--- src/rtl/param_transpose_buffer.sv ---
`default_nettype none
// ============================================================================
//  Module   : param_transpose_buffer
//  Purpose  : Double-banked N x N row-to-column transpose buffer with
//             valid/ready handshakes on both sides and zero padding of
//             partial blocks.
//  Revision : 1.0  initial release
// ============================================================================
module param_transpose_buffer #(
    parameter int N = 8,
    parameter int W = 11
) (
    input  logic           i_clk,
    input  logic           i_rst,
    input  logic           i_valid,
    input  logic [N*W-1:0] i_data,
    input  logic           i_last,
    output logic           o_ready,
    output logic           o_valid,
    output logic [N*W-1:0] o_data,
    output logic           o_last,
    input  logic           i_ready
);

    localparam int c_cnt_w = $clog2(N);
    localparam int c_rc_w  = $clog2(N + 1);
    localparam logic [c_cnt_w-1:0] c_last_idx = c_cnt_w'(N - 1);
    localparam logic [c_rc_w-1:0]  c_rc_full  = c_rc_w'(N);

    localparam logic [0:0] c_FREE = 1'b0;
    localparam logic [0:0] c_FULL = 1'b1;

    logic [W-1:0]        r_bank  [2][N][N];
    logic [0:0]          r_state [2];
    logic [c_rc_w-1:0]   r_rc    [2];
    logic                r_wb;
    logic                r_rb;
    logic [c_cnt_w-1:0]  r_wr;
    logic [c_cnt_w-1:0]  r_cc;

    logic w_in_hs;
    logic w_out_hs;
    logic w_close;

    assign o_ready  = (r_state[r_wb] == c_FREE);
    assign o_valid  = (r_state[r_rb] == c_FULL);
    assign o_last   = o_valid && (r_cc == c_last_idx);
    assign w_in_hs  = i_valid && o_ready;
    assign w_out_hs = o_valid && i_ready;
    assign w_close  = (r_wr == c_last_idx) || i_last;

    // Bank memory is never reset; a FREE state masks stale contents.
    always_ff @(posedge i_clk) begin
        if (w_in_hs) begin
            for (int k = 0; k < N; k++) begin
                r_bank[r_wb][r_wr][k] <= i_data[k*W +: W];
            end
        end
    end

    always_ff @(posedge i_clk) begin
        if (i_rst) begin
            r_state[0] <= c_FREE;
            r_state[1] <= c_FREE;
            r_rc[0]    <= c_rc_full;
            r_rc[1]    <= c_rc_full;
            r_wb       <= 1'b0;
            r_rb       <= 1'b0;
            r_wr       <= '0;
            r_cc       <= '0;
        end else begin
            // A write needs state[wb] FREE and a read needs state[rb] FULL,
            // so both updates below always touch different banks.
            if (w_in_hs) begin
                if (w_close) begin
                    r_state[r_wb] <= c_FULL;
                    r_rc[r_wb]    <= c_rc_w'(r_wr) + c_rc_w'(1);
                    r_wr          <= '0;
                    r_wb          <= ~r_wb;
                end else begin
                    r_wr <= r_wr + c_cnt_w'(1);
                end
            end
            if (w_out_hs) begin
                if (r_cc == c_last_idx) begin
                    r_state[r_rb] <= c_FREE;
                    r_cc          <= '0;
                    r_rb          <= ~r_rb;
                end else begin
                    r_cc <= r_cc + c_cnt_w'(1);
                end
            end
        end
    end

    // Lanes beyond the block's row count read as zero; idle output is zero.
    for (genvar r = 0; r < N; r++) begin : g_lane
        localparam logic [c_rc_w-1:0] c_row = c_rc_w'(r);
        assign o_data[r*W +: W] = (o_valid && (c_row < r_rc[r_rb]))
                                  ? r_bank[r_rb][r][r_cc] : '0;
    end

endmodule
`default_nettype wire

--- config.mk ---
export PLATFORM = sky130hd
export DESIGN_NAME = param_transpose_buffer
export DESIGN_NICKNAME = d
export VERILOG_FILES = /design/src/rtl/param_transpose_buffer.sv
export SDC_FILE = /design/constraint.sdc
export NUM_CORES = 2
export LEC_CHECK = 0
export BUFFER_PORTS_ARGS = -buffer_cell sky130_fd_sc_hd__buf_2
export CORE_UTILIZATION = 35
export CTS_CLUSTER_DIAMETER = 40
export DETAILED_ROUTE_END_ITERATION = 6
export PLACE_DENSITY = 0.51
export SLEW_MARGIN = 20
export SYNTH_ARGS = -nofsm -noshare
export SYNTH_HDL_FRONTEND = slang
export SYNTH_SLANG_ARGS = --single-unit
--- constraint.sdc ---
create_clock -name i_clk -period 9 [get_ports i_clk]
set_input_delay 0.45 -clock i_clk [delete_from_list [all_inputs] [get_ports i_clk]]
set_output_delay 0.45 -clock i_clk [all_outputs]
set_load 0.005 [all_outputs]
==> results.txt <==
Die area -> 174000 um2
Crit-path max FO -> 88
Yosys warns -> 0
Final hold violation count -> 0
RSZ-0062 raised after global routing -> false
Vias -> 33434
Met3 Use GR -> 0.0309
Vias in the first global route -> 33919
Iter 0 DRT Violations -> 3914
Post-Syn Area per Cell -> 17.2 um2
Io pins -> 184
CTS clk-pin slew, worst paths -> 60 ps
Final core occ -> 0.406
Layout net count -> 3724
Global-route wire length before repair -> 266000 um
Pwr Total -> 15.8 mW
Non-Filler Instances -> 6100
GRT Total Usage -> 0.221
Clk sinks -> 1428
Combinational family with the most area after synthesis -> multiplexers
Number of synthesized flops with an enable pin -> 1416
Sequential power share -> 0.471
Setup_tns -> 0 ps
Clock latency at the later pin of the worst-skew pair -> 820 ps
Register area share after synthesis -> 0.707
Dpl hpwl -> 111000 um
WL per Instance -> 31.6 um
Post-synthesis compound-gate area fraction -> 0.0565
Relative slew slack -> 0.277
Worst EP arrival -> 4730 ps
Placed instance count -> 5746
Register bit count reported by yosys -> 1428
Clock Power Share -> 0.479
Required time worst endpoint -> 8550 ps
Die H -> 418 um
Status -> complete, no violations
Cells after synthesis -> 3511
Min cycle time layout -> 5180 ps
Count of cell types in the netlist -> 52
Internal power -> 12.2 mW
Clock skew -> 31.6 ps
CTS max path bufs -> 3
Combinational fraction of design power -> 0.050
Largest net degree at the start of global routing -> 127
Period Utilization, post-route -> 0.576
Total wire length -> 192000 um
FMAX -> 193 MHz
Worst hold slack -> 164 ps
H-tree depth -> 4
Layout area overhead -> 15.1%
CTS tree -> yes
Remaining DRCs -> 0
Final slew viol count -> 0
Mapped Nets -> 3608
Clock buffer count from CTS -> 186
Synth Area in Simple Gates -> 0.0557
P_leak -> 23.7 nW
Top Usage Layer GRT -> met2
Final setup fails -> 0
Pwr Density -> 227 nW/um2
Synthesized area -> 60500 um2
Post-Synth Adder-Cell Area -> 0.000827
Yosys top cell by area -> edfxtp_1
Die width -> 418 um
Worst setup SP type -> flop
First drt pass iteration count -> 5
Post-synthesis mux area share -> 0.150
Worst-Margin Slew -> 1080 ps
M1 GR Usage -> 0.297
CP Capture Type -> output pin
Synth async-reset ratio -> 0
Remaining global-route overflow -> 0
Core area -> 172000 um2
M2 GR Usage -> 0.366
VDD IR max -> 0.184 mV
Ys flop type -> edfxtp_1
Max cap viols -> 0
# rows -> 152
Antenna-violating nets left -> 0
Layout cell share with drive strength beyond 1 -> 0.253
Top cell type's share of synthesized area -> 0.703
Initial antenna violation count -> 42
Vias per std cell -> 5.48
Switch Pwr -> 3.62 mW
Root buffer cell -> clkbuf_16
Sw Share -> 0.229
GP Congestion -> 0.796
Initial Util -> 0.353
Worst min path class -> primary input to flop
Setup bufs post-CTS -> 0
Ranking of synthesized cells by area -> edfxtp_1 (70%), mux4_2 (13%), nand2_1 (4.2%), a21o_1 (3.8%), mux2i_1 (1.9%)
Crit Path Class -> flop to output pin
Port Buffers -> 183
Synth Area in XOR/XNOR -> 0.000145
[power by group through the flow]
stage / sequential [mW] / clock [mW] / combinational (mW)
floorplan: 7.58 / 0 / 0.408
global placement: 7.58 / 0 / 0.796
detailed placement: 7.58 / 0 / 0.803
CTS: 7.44 / 7.68 / 0.807
global route: 7.45 / 7.93 / 0.840
finish: 7.44 / 7.57 / 0.795
[placed cells by master (no fill, tap or decap), types with 4 or more instances in the layout]
cell type / count
a21o_1: 308
a21oi_1: 39
a22oi_1: 63
and2_1: 7
and2_4: 8
buf_2: 183
buf_4: 60
bufinv_16: 23
clkbuf_1: 17
clkbuf_16: 189
clkinv_1: 21
clkinv_2: 32
clkinv_4: 10
clkinv_8: 4
clkinvlp_4: 22
dfxtp_1: 9
edfxtp_1: 1416
ha_1: 4
inv_6: 22
inv_8: 4
mux2i_1: 111
mux4_2: 352
nand2_1: 672
nand2_2: 5
nand3_1: 9
nand4_1: 6
nor2_1: 8
nor2_4: 5
nor2b_1: 47
nor2b_4: 6
o22ai_1: 55
[routing by layer]
metal  part of all wire  wire, um  vias to the layer above
met5           0.000047         9                        -
met2               0.49     95000                     1315
met4              0.035      6670                        2
li1                   -         -                    14009
met1               0.41     78200                    17821
met3              0.065     12600                      287
[final cells by class]
class | instances | area [um2]
well taps | 2310 | 2890
clock inverters | 141 | 1570
repair buffers | 252 | 1490
inverters | 6 | 22.5
flip-flops and latches | 1428 | 42800
diodes | 3 | 7.51
fillers | 15631 | 102000
clock buffers | 207 | 4810
multi-input cells | 1753 | 16000
[cell usage after synthesis (2+ instances only)]
| library cell | number |
|---|---|
| o21ai_1 | 2 |
| o21ai_0 | 2 |
| nand2_1 | 672 |
| ha_1 | 4 |
| nor2_1 | 13 |
| mux2i_1 | 112 |
| dfxtp_1 | 12 |
| buf_6 | 10 |
| clkbuf_1 | 102 |
| nor4_4 | 2 |
| nand4_1 | 6 |
| o22ai_1 | 55 |
| nand2b_1 | 3 |
| a21oi_1 | 40 |
| a22oi_1 | 63 |
| buf_4 | 103 |
| and2_1 | 16 |
| buf_2 | 85 |
| nand2_2 | 5 |
| nand3_1 | 9 |
| nor2b_1 | 53 |
| nand3b_1 | 2 |
| a31oi_1 | 3 |
| inv_2 | 2 |
| or3_1 | 3 |
| a21o_1 | 308 |
| and2b_1 | 2 |
| and4_1 | 6 |
| o21bai_1 | 2 |
| nor4_1 | 2 |
| edfxtp_1 | 1416 |
| clkbuf_2 | 3 |
| buf_1 | 21 |
| inv_1 | 3 |
| mux4_2 | 352 |
[critical path, cell delays in order (launching register included)]
cell and delay, ps:
dfxtp_4 780, buf_4 800, buf_12 640, mux4_2 610
mux2i_1 610, o22ai_1 180, buf_2 170
[flip-flops by register name (all words and copies together) (netlist names), named ones only]
signal	flops
r_wb	1
r_cc	3
r_rb	1
r_bank	1408
r_wr	3
r_state	2
r_rc	8
[logic make-up after synthesis]
kind of cell | count (synthesis)
flip-flops | 1428
adder cells (fa/ha/maj) | 4
AND/OR/NAND/NOR | 803
AO/OA/AOI/OAI | 479
buffers and inverters | 330
XOR/XNOR | 1
multiplexers | 466
[metrics by stage]
stage	setup slack [ps]	instance area (um2)
final	3820	69600
after global routing	3450	69600
after global placement	4290	63200
after detailed placement	4380	63200
after CTS	3480	69600
after floorplan	3190	60500
[final timing paths]
check,startpoint,to,slack [ps],depth (start not counted)
worst max-delay path,flop,o_data[16],3820,6
worst min-delay path,i_last,r_wr[0],160,4
worst max register to register,r_state[0],r_bank[0][612],5030,5
worst min register to register,r_rb,r_state[0],550,2
[timing repair]
action,in CTS,in global routing
gates resized for setup,0,0
hold buffers,3,0
hold endpoints to repair,10,0
No activity file was read; power rests on OpenSTA's default activity.
